--- src/rtl/data_mem_pkg.sv ---
// Shared types and helpers for the data-memory responder and its arbiter.
// Latency: n/a (types and constant functions only).
// Backpressure: n/a.
package data_mem_pkg;

  // Per-channel handshake state.
  typedef enum logic [1:0] {
    IDLE       = 2'd0,
    READ_WAIT  = 2'd1,
    READ_DONE  = 2'd2,
    WRITE_DONE = 2'd3
  } chan_state_t;

  // Width needed to index n channels, never less than one bit.
  function automatic int idx_bits(input int n);
    return (n > 1) ? $clog2(n) : 1;
  endfunction

  localparam int NUM_CHANNELS_DEFAULT = 4;
  localparam int CHAN_IDX_BITS        = idx_bits(NUM_CHANNELS_DEFAULT);

endpackage

--- src/rtl/rr_arbiter.sv ---
// Round-robin arbiter: picks one requester per cycle, scanning upward from a rotating pointer.
// Latency: grant is combinational from req_i; pointer advances at the edge that consumes a grant.
// Backpressure: none; a requester simply keeps req_i high until it is granted.
module rr_arbiter
  import data_mem_pkg::*;
#(
  parameter int N        = 4,
  parameter int IDX_BITS = idx_bits(N)
) (
  input  logic                clk,
  input  logic                rst_n,
  input  logic [N-1:0]        req_i,
  output logic [N-1:0]        grant_oh_o,
  output logic [IDX_BITS-1:0] grant_idx_o,
  output logic                grant_vld_o
);

  logic [IDX_BITS-1:0] ptr_q, ptr_d;
  logic [IDX_BITS:0]   cand;

  // First requester at or after the pointer wins, wrapping modulo N.
  always_comb begin
    grant_oh_o  = '0;
    grant_idx_o = '0;
    grant_vld_o = 1'b0;
    cand        = '0;
    for (int i = 0; i < N; i++) begin
      cand = {1'b0, ptr_q} + (IDX_BITS+1)'(i);
      if (cand >= (IDX_BITS+1)'(N)) begin
        cand = cand - (IDX_BITS+1)'(N);
      end
      if (!grant_vld_o && req_i[cand[IDX_BITS-1:0]]) begin
        grant_vld_o                     = 1'b1;
        grant_idx_o                     = cand[IDX_BITS-1:0];
        grant_oh_o[cand[IDX_BITS-1:0]]  = 1'b1;
      end
    end
  end

  // Pointer moves to the channel after the winner; holds when nobody is granted.
  always_comb begin
    ptr_d = ptr_q;
    if (grant_vld_o) begin
      ptr_d = (grant_idx_o == IDX_BITS'(N - 1)) ? '0 : grant_idx_o + IDX_BITS'(1);
    end
  end

  // Pointer register.
  always_ff @(posedge clk or negedge rst_n) begin
    if (!rst_n) begin
      ptr_q <= '0;
    end else begin
      ptr_q <= ptr_d;
    end
  end

endmodule

--- src/rtl/data_mem_responder.sv ---
// Data-memory responder: serves NUM_CHANNELS valid/ready requesters from one single-port array.
// Latency: write_ready one cycle after grant; read_ready READ_LATENCY cycles after grant.
// Backpressure: one grant per cycle (round-robin); ready held until the requester drops valid.
// Optional DATA_MEM_BACKDOOR_EN adds a preload port that pre-empts channel grants.
module data_mem_responder
  import data_mem_pkg::*;
#(
  parameter int ADDR_BITS    = 8,
  parameter int DATA_BITS    = 8,
  parameter int NUM_CHANNELS = 4,
  parameter int READ_LATENCY = 2
) (
  input  logic                              clk,
  input  logic                              reset,
  input  logic [NUM_CHANNELS-1:0]           read_valid,
  input  logic [NUM_CHANNELS*ADDR_BITS-1:0] read_address,
  output logic [NUM_CHANNELS-1:0]           read_ready,
  output logic [NUM_CHANNELS*DATA_BITS-1:0] read_data,
  input  logic [NUM_CHANNELS-1:0]           write_valid,
  input  logic [NUM_CHANNELS*ADDR_BITS-1:0] write_address,
  input  logic [NUM_CHANNELS*DATA_BITS-1:0] write_data,
  output logic [NUM_CHANNELS-1:0]           write_ready
`ifdef DATA_MEM_BACKDOOR_EN
  ,
  input  logic                              load_valid,
  input  logic [ADDR_BITS-1:0]              load_address,
  input  logic [DATA_BITS-1:0]              load_data
`endif
);

  localparam int CIB   = idx_bits(NUM_CHANNELS);
  localparam int DEPTH = 2 ** ADDR_BITS;

  // One slot of the read-return pipeline: which channel, and the word read at grant.
  typedef struct packed {
    logic                 vld;
    logic [CIB-1:0]       chan;
    logic [DATA_BITS-1:0] data;
  } rd_stage_t;

  logic                 bd_vld;
  logic [ADDR_BITS-1:0] bd_addr;
  logic [DATA_BITS-1:0] bd_data;

`ifdef DATA_MEM_BACKDOOR_EN
  assign bd_vld  = load_valid;
  assign bd_addr = load_address;
  assign bd_data = load_data;
`else
  assign bd_vld  = 1'b0;
  assign bd_addr = '0;
  assign bd_data = '0;
`endif

  chan_state_t          state_q [NUM_CHANNELS];
  chan_state_t          state_d [NUM_CHANNELS];
  logic [DATA_BITS-1:0] rdata_q [NUM_CHANNELS];
  logic [DATA_BITS-1:0] rdata_d [NUM_CHANNELS];
  logic [DATA_BITS-1:0] mem_q   [DEPTH];

  logic [NUM_CHANNELS-1:0] req;
  logic [NUM_CHANNELS-1:0] grant_oh;
  logic [CIB-1:0]          grant_idx;
  logic                    grant_vld;
  logic                    g_wr;
  logic [ADDR_BITS-1:0]    g_addr;
  logic [DATA_BITS-1:0]    g_wdata;
  rd_stage_t               head;

  // A channel competes only when idle with a request, out of reset, and no preload this cycle.
  always_comb begin
    req = '0;
    for (int c = 0; c < NUM_CHANNELS; c++) begin
      req[c] = reset && !bd_vld && (state_q[c] == IDLE) && (read_valid[c] || write_valid[c]);
    end
  end

  rr_arbiter #(
    .N        (NUM_CHANNELS),
    .IDX_BITS (CIB)
  ) u_arb (
    .clk         (clk),
    .rst_n       (reset),
    .req_i       (req),
    .grant_oh_o  (grant_oh),
    .grant_idx_o (grant_idx),
    .grant_vld_o (grant_vld)
  );

  // Decode the winner's access; a channel holding both valids is served as a write first.
  always_comb begin
    g_wr    = 1'b0;
    g_addr  = '0;
    g_wdata = '0;
    for (int c = 0; c < NUM_CHANNELS; c++) begin
      if (grant_oh[c]) begin
        g_wr    = write_valid[c];
        g_addr  = write_valid[c] ? write_address[c*ADDR_BITS +: ADDR_BITS]
                                 : read_address[c*ADDR_BITS +: ADDR_BITS];
        g_wdata = write_data[c*DATA_BITS +: DATA_BITS];
      end
    end
  end

  // Array port: preload has priority (it blocks grants anyway); contents survive reset.
  always_ff @(posedge clk) begin
    if (bd_vld) begin
      mem_q[bd_addr] <= bd_data;
    end else if (grant_vld && g_wr) begin
      mem_q[g_addr] <= g_wdata;
    end
  end

  generate
    if (READ_LATENCY == 1) begin : g_lat1
      // Read completes at the grant edge itself.
      always_comb begin
        head      = '0;
        head.vld  = grant_vld && !g_wr;
        head.chan = grant_idx;
        head.data = mem_q[g_addr];
      end
    end else begin : g_pipe
      rd_stage_t pipe_q [READ_LATENCY-1];

      // Sample the array at grant and carry the word through the extra latency stages.
      always_ff @(posedge clk or negedge reset) begin
        if (!reset) begin
          for (int i = 0; i < READ_LATENCY - 1; i++) begin
            pipe_q[i] <= '0;
          end
        end else begin
          pipe_q[0].vld  <= grant_vld && !g_wr;
          pipe_q[0].chan <= grant_idx;
          pipe_q[0].data <= mem_q[g_addr];
          for (int i = 1; i < READ_LATENCY - 1; i++) begin
            pipe_q[i] <= pipe_q[i-1];
          end
        end
      end

      // Oldest stage delivers to its channel at the coming edge.
      always_comb begin
        head = pipe_q[READ_LATENCY-2];
      end
    end
  endgenerate

  // Per-channel handshake: grant -> wait/done, done held until the matching valid drops.
  always_comb begin
    for (int c = 0; c < NUM_CHANNELS; c++) begin
      state_d[c] = state_q[c];
      rdata_d[c] = rdata_q[c];
      case (state_q[c])
        IDLE: begin
          if (grant_oh[c]) begin
            state_d[c] = g_wr ? WRITE_DONE : ((READ_LATENCY == 1) ? READ_DONE : READ_WAIT);
          end
        end
        READ_WAIT: begin
          // Completes even if valid was withdrawn meanwhile; ready then pulses one cycle.
          if (head.vld && (head.chan == CIB'(c))) begin
            state_d[c] = READ_DONE;
          end
        end
        READ_DONE: begin
          if (!read_valid[c]) begin
            state_d[c] = IDLE;
          end
        end
        WRITE_DONE: begin
          if (!write_valid[c]) begin
            state_d[c] = IDLE;
          end
        end
        default: state_d[c] = IDLE;
      endcase
      if (head.vld && (head.chan == CIB'(c))) begin
        rdata_d[c] = head.data;
      end
    end
  end

  // Channel state and returned-data registers; reset drops any access in flight.
  always_ff @(posedge clk or negedge reset) begin
    if (!reset) begin
      for (int c = 0; c < NUM_CHANNELS; c++) begin
        state_q[c] <= IDLE;
        rdata_q[c] <= '0;
      end
    end else begin
      for (int c = 0; c < NUM_CHANNELS; c++) begin
        state_q[c] <= state_d[c];
        rdata_q[c] <= rdata_d[c];
      end
    end
  end

  // Ready flags come straight from the registered state; data is held between reads.
  always_comb begin
    read_ready  = '0;
    write_ready = '0;
    read_data   = '0;
    for (int c = 0; c < NUM_CHANNELS; c++) begin
      read_ready[c]                       = (state_q[c] == READ_DONE);
      write_ready[c]                      = (state_q[c] == WRITE_DONE);
      read_data[c*DATA_BITS +: DATA_BITS] = rdata_q[c];
    end
  end

endmodule
--- config.mk ---
export PLATFORM = sky130hd
export DESIGN_NAME = data_mem_responder
export DESIGN_NICKNAME = d
export VERILOG_FILES = /design/src/rtl/data_mem_pkg.sv /design/src/rtl/rr_arbiter.sv /design/src/rtl/data_mem_responder.sv
export SDC_FILE = /design/constraint.sdc
export NUM_CORES = 2
export LEC_CHECK = 0
export CAP_MARGIN = 20
export CORE_ASPECT_RATIO = 1.2
export CORE_UTILIZATION = 55
export CTS_CLUSTER_DIAMETER = 50
export DETAILED_ROUTE_END_ITERATION = 10
export PLACE_DENSITY = 0.77
export SLEW_MARGIN = 5
export SYNTH_ARGS = -nofsm -noshare
export SYNTH_HDL_FRONTEND = slang
export SYNTH_SLANG_ARGS = --single-unit
--- constraint.sdc ---
create_clock -name clk -period 23.9 [get_ports clk]
set_input_delay 2.39 -clock clk [delete_from_list [all_inputs] [get_ports clk]]
set_output_delay 2.39 -clock clk [all_outputs]
set_load 0.05 [all_outputs]
# Yosys cells after proc, flatten, opt, wreduce, memory -nomap -nowiden
# Memory sizes are Yosys's and may differ from the RTL's. A register that Yosys moved wholly into a read port is not among the register bits.
# Index checks and enable logic that the tools add are counted.
# totals
reg_bits	45
mem_bits_rw	2048
input_bits	106
elab_cells	178
mem_count	1
# classes
addsub	8
magnitude_cmp	12
eq_ne	32
n_mux	72
bitwise_logic	3
n_reduce_logical	39
# mem_list
memory	depth	word_bits	rd	rd_clocked_by_memory_dff	write_ports	line_no	rtl
mem_q	256	8	1	1	1	data_mem_responder.sv:59	logic [DATA_BITS-1:0] mem_q [DEPTH];
# ops
cell	count
8-bit two-way mux	12
2-bit two-way mux	26
2-bit inequality test, second input constant	16
2-bit one-hot mux with 4 select lines	4
2-bit == test, second input constant	11
1-bit logical AND	21
1-bit two-way mux	18
4-bit two-way mux	4
4-bit AND reduction	4
2-bit by 3-bit less-than comparator with 1-bit output, second input constant	4
4-bit bitwise OR	3
2-bit by 1-bit == test with 1-bit output, second input constant	5
2-bit zero test	5
3-bit greater-or-equal comparator, second input constant	3
1-bit binary-select mux with 2-bit select	4
1-bit demux with 2-bit select	4
2-bit by 1-bit greater-or-equal comparator with 1-bit output, second input constant	4
2-bit by 1-bit subtractor with 2-bit output, second input constant	4
2-bit by 2-bit adder with 3-bit output, second input constant	2
1-bit zero test	5
1-bit logical OR	4
2-bit by 1-bit adder with 3-bit output, second input constant	1
2-bit by 3-bit greater-or-equal comparator with 1-bit output, second input constant	1
2-bit by 1-bit adder with 2-bit output, second input constant	1

# Depth between registers and ports, before layout
# logic_depth
depth_word	22
depth_mapped	23

# Hierarchy
# A second synthesis with hierarchy kept.
# unflattened
cells_unflattened	6114
hier_area_um2	84646.2
# by_module_without_submodules
module	instances	cells_per_inst	area_each_um2	seq_area_each_um2
data_mem_responder	1	6056	84148.2	62775.2
rr_arbiter	1	58	498.0	50.0

# Least setup slack after synthesis
# No wires, ideal clock.
# synth_timing
path_type	input to register
start	input port write_valid[1]
end	memory mem_q[0][0] (data pin)
setup_ns	2.187
t_arrival_ns	14.378
t_required_ns	21.713
setup_slack_ns	7.335
stages	10
path_cell_list	buf_2 > nor2_2 > nor4_1 > nor3_1 > nor3b_1 > a311oi_4 > a21boi_4 > clkbuf_1 > o21ai_0 > o21ai_0
# synth_between
elab_chain_len	18
elab_cells_between_ends	30
cone_classes	mux: 19; bitwise: 3; reduce/logical: 8
# synth_lines
element	line_no	rtl
start: declaration	data_mem_responder.sv:19	input logic [NUM_CHANNELS-1:0] write_valid,
1-bit logical OR *	data_mem_responder.sv:74	req[c] = reset && !bd_vld && (state_q[c] == IDLE) && (read_valid[c] || write_valid[c]);
1-bit logical AND *	data_mem_responder.sv:74	
1-bit binary-select mux with 2-bit select	rr_arbiter.sv:32	if (!grant_vld_o && req_i[cand[IDX_BITS-1:0]]) begin
1-bit two-way mux (not written as such)	rr_arbiter.sv:32	
1-bit two-way mux	rr_arbiter.sv:32	
1-bit zero test	rr_arbiter.sv:32	
1-bit logical AND	rr_arbiter.sv:32	
1-bit two-way mux	rr_arbiter.sv:32	
1-bit zero test	rr_arbiter.sv:32	
1-bit logical AND	rr_arbiter.sv:32	
1-bit two-way mux	rr_arbiter.sv:32	
1-bit zero test	rr_arbiter.sv:32	
1-bit logical AND	rr_arbiter.sv:32	
4-bit two-way mux *	rr_arbiter.sv:32	
8-bit two-way mux (3 in a row)	data_mem_responder.sv:96	if (grant_oh[c]) begin
8-bit two-way mux *	data_mem_responder.sv:96	
named net g_wdata[0]	data_mem_responder.sv:67	logic [DATA_BITS-1:0] g_wdata;
end: declaration	data_mem_responder.sv:59	
# Mark *: on every way through the listed nets, which the timed path passes. The rest lies on a longest branch. The select of a mux whose other input is x is not followed.

# Worst setup path after layout
# layout_timing
start	input port write_valid[3]
end	register g_pipe.pipe_q[7] (netlist name)
# layout_between
elab_chain_len	18
elab_cells_between_ends	31
cone_classes	mux: 20; bitwise: 3; reduce/logical: 8
# layout_lines
element	line_no
1-bit logical OR	data_mem_responder.sv:74
1-bit logical AND	data_mem_responder.sv:74
1-bit binary-select mux with 2-bit select	rr_arbiter.sv:32
1-bit two-way mux (not written as such)	rr_arbiter.sv:32
1-bit two-way mux	rr_arbiter.sv:32
1-bit zero test	rr_arbiter.sv:32
1-bit logical AND	rr_arbiter.sv:32
1-bit two-way mux	rr_arbiter.sv:32
1-bit zero test	rr_arbiter.sv:32
1-bit logical AND	rr_arbiter.sv:32
1-bit two-way mux	rr_arbiter.sv:32
1-bit zero test	rr_arbiter.sv:32
1-bit logical AND	rr_arbiter.sv:32
4-bit two-way mux	rr_arbiter.sv:32
8-bit two-way mux (3 in a row)	data_mem_responder.sv:96
8-bit two-way mux *	data_mem_responder.sv:96
# Mark *: on every way between the ends. The rest lies on a longest branch, timed or not. The select of a mux whose other input is x is not followed.
# A chain may end at the register's enable or synchronous reset.

==> flow_summary.yaml <==
layout:
  drive_gt1_frac: 0.206
  stdcell_area_um2: 91600
  seqCellArea_um2: 62800
  flow.area_growth_from_synthesis_pct: 11.2
  nFillCells: 9740
  area_taken_by_multi_input_logic_gates_um2: 18300
  final-instance-count-excl-fill: 6311
  nets: 4307
timing:
  grt_setup_unrepaired: "false"
  worst-slew-pin-transition_ns: 1.46
  max_slew_vio_count: 0
  worst_slew_slack_as_a_fraction_of_its_limit: 0.0250
  finalHoldViolations: 0
  fmax_ghz: 0.0941
  layout_setup_ws_ns: 13.28
  timing.setup.tns_ns: 0
  report.final.setup_viol: 0
  clock_skew_ns: 0.0341
  layout_worst_path_cycle_share: 0.445
  timing.final.crit_period_ns: 10.62
clocking:
  cts.repair_timing.setup_buffer_count: 0
  clk_pin_slew_ns: 0.06
  cts-htree-levels: 4
  insertion_delay_ns: 0.82
  cts_tree: "done"
  cts_resized: 0
  clkSinkCount: 2101
  bufs_on_longest_clock_path: 3
  cts_hold_repair.buffers: 0
  cts_buffers: 187
  cts-root-buf: "sky130_fd_sc_hd__clkbuf_16"
floorplanning:
  floorplan.io_pins: 146
  design.core.area_um2: 149000
  start_util: 0.554
  die_h_um: 426
  placement_rows: 155
  dieArea_um2: 151000
  dieWidth_um: 355
logic_synthesis:
  edff_count_synth: 2048
  syn-instance-count: 4029
  synth-warning-count: 0
  synth_largest_type_area_fraction: 0.747
  yosysMostFrequentCell: "sky130_fd_sc_hd__edfxtp_1"
  postSynthRegisterBits: 2101
  post_synth_instance_area_um2: 82400
  synth_common_cells: "sky130_fd_sc_hd__edfxtp_1, sky130_fd_sc_hd__mux4_2, sky130_fd_sc_hd__nor2_1"
  synthesis.area_per_instance_um2: 20.4
  synth_async_sr_flop_share: 0.0252
  synth_cell_types: 80
  synth_seq_area_share: 0.763
  synth.net_count: 4142
  synth_top_cell_by_area: "sky130_fd_sc_hd__edfxtp_1"
  ys_top_cells_by_area: "sky130_fd_sc_hd__edfxtp_1, sky130_fd_sc_hd__mux4_2, sky130_fd_sc_hd__a22oi_1"
  synth_ff_type: "sky130_fd_sc_hd__edfxtp_1"
setup_path:
  setup_crit_end_kind: "flop"
  critical_path_class: "primary input to flop"
  cp-start-kind: "primary input"
  cp_data_arrival_time_ns: 11.33
  worst_ep_required_time_ns: 24.61
  worst_setup_path_startpoint: "write_valid[3]"
  timing.critical_path.fanout_max: 98
worst_hold_path:
  hold_path.class: "flop to flop"
  min_from: "read_data[12]"
grt:
  vias_in_the_first_global_route: 42300
  grt_max_degree: 257
  global_route_wire_length_before_repair_mm: 294
  globalRouteOverflowTotal: 0
  grt_antenna_before_repair: 5
  global_route.usage.total: 0.271
placed_design:
  place_ws_ns: 12.47
  total_instance_count_after_detailed_placement: 5964
  place_area_um2: 85700
  gp_congestion: 0.914
  post_dp_hpwl_mm: 119
  buffer_ports.inserted: 145
drt:
  first_pass_iters: 9
  drc: 72
  drt.antenna.violating_nets: 0
  postRouteWirelength_mm: 204
  via_per_inst: 6.69
  wire_per_inst_um: 32.4
  via_count: 42200
  detail_route.iter0.violations: 5937
status:
  violated_checks: "design-rule violations"
  status: "finished, violations left"
job:
  cap_violations: 0
[cell usage in the layout, fill, tap and decap left out, types with 46 or more instances in the layout]
cell and instances:
sky130_fd_sc_hd__clkbuf_16 193, sky130_fd_sc_hd__a22oi_1 228, sky130_fd_sc_hd__dfrtp_1 53, sky130_fd_sc_hd__clkdlybuf4s50_1 144, sky130_fd_sc_hd__mux4_2 489, sky130_fd_sc_hd__a21oi_1 132, sky130_fd_sc_hd__mux2i_1 74, sky130_fd_sc_hd__edfxtp_1 2048
sky130_fd_sc_hd__nand2_1 146, sky130_fd_sc_hd__buf_4 73, sky130_fd_sc_hd__nor2_1 287, sky130_fd_sc_hd__clkbuf_1 46
[layer usage]
metal	global-route usage	vias to the layer above	wire (µm)
met1	0.351	21800	70500
met3	0.0570	523	21900
met2	0.432	2836	99400
li1	-	17100	-
met5	0	-	13
met4	0.151	2	12400
[logic make-up after synthesis]
logic type               synth area share
flip-flops                          0.763
multiplexers                        0.145
AND/OR/NAND/NOR                    0.0303
AO/OA/AOI/OAI                      0.0433
buffers and inverters              0.0172
adder cells (fa/ha/maj)           0.00106
XOR/XNOR                         0.000213
[per-stage QoR]
step	util	hold WS, ns
final	0.616	0.474
after global routing	0.616	0.495
after CTS	0.616	0.478
after detailed placement	0.576	0.462
after global placement	0.576	0.458
after floorplan	-	0.472
[critical path, cell delays in order]
cell and delay (ns):
sky130_fd_sc_hd__clkdlybuf4s50_1 0.88, sky130_fd_sc_hd__nor2_1 0.24, sky130_fd_sc_hd__or4_1 0.54, sky130_fd_sc_hd__a2111oi_0 0.44, sky130_fd_sc_hd__o2111a_1 0.28, sky130_fd_sc_hd__a311oi_4 0.08, sky130_fd_sc_hd__o21ai_4 0.23, sky130_fd_sc_hd__nand2_1 0.20
sky130_fd_sc_hd__a31oi_4 0.25, sky130_fd_sc_hd__buf_12 0.58, sky130_fd_sc_hd__buf_12 0.66, sky130_fd_sc_hd__buf_4 0.80, sky130_fd_sc_hd__buf_4 0.63, sky130_fd_sc_hd__buf_4 0.73, sky130_fd_sc_hd__mux4_2 0.60, sky130_fd_sc_hd__a22oi_1 0.16
sky130_fd_sc_hd__a21oi_1 0.10, sky130_fd_sc_hd__o41ai_1 0.77, sky130_fd_sc_hd__nand3_1 0.18, sky130_fd_sc_hd__a31o_1 0.23
[cell type report]
cell class              instances  area share
flip-flops and latches       2101       0.686
inverters                       7    0.000287
repair buffers                230      0.0240
clock buffers                 239      0.0546
multi-input cells            1667       0.200
diodes                          3   0.0000819
clock inverters               102     0.00919
well taps                    1962      0.0268
[path summary, 6_finish.rpt]
check | end | slack (ns) | depth (start not counted)
min | read_data[12] | 0.47 | 2
max | g_pipe.pipe_q[7] | 13.28 | 20
min in group asynchronous | g_pipe.pipe_q[5] | 1.92 | 2
max reg2reg | g_pipe.pipe_q[7] | 14.61 | 21
min reg2reg | read_data[12] | 0.47 | 2
max in group asynchronous | state_q[7] | 21.48 | 2
[flip-flops by register name (all words and copies together), names as in the netlist, named ones only]
register and count:
g_pipe.pipe_q 11, mem_q 2048, read_data 32, state_q 8
u_arb.ptr_q 1
Power is not shown: default switching activity piles up to over one toggle a cycle in this logic, so the estimate is an artifact.
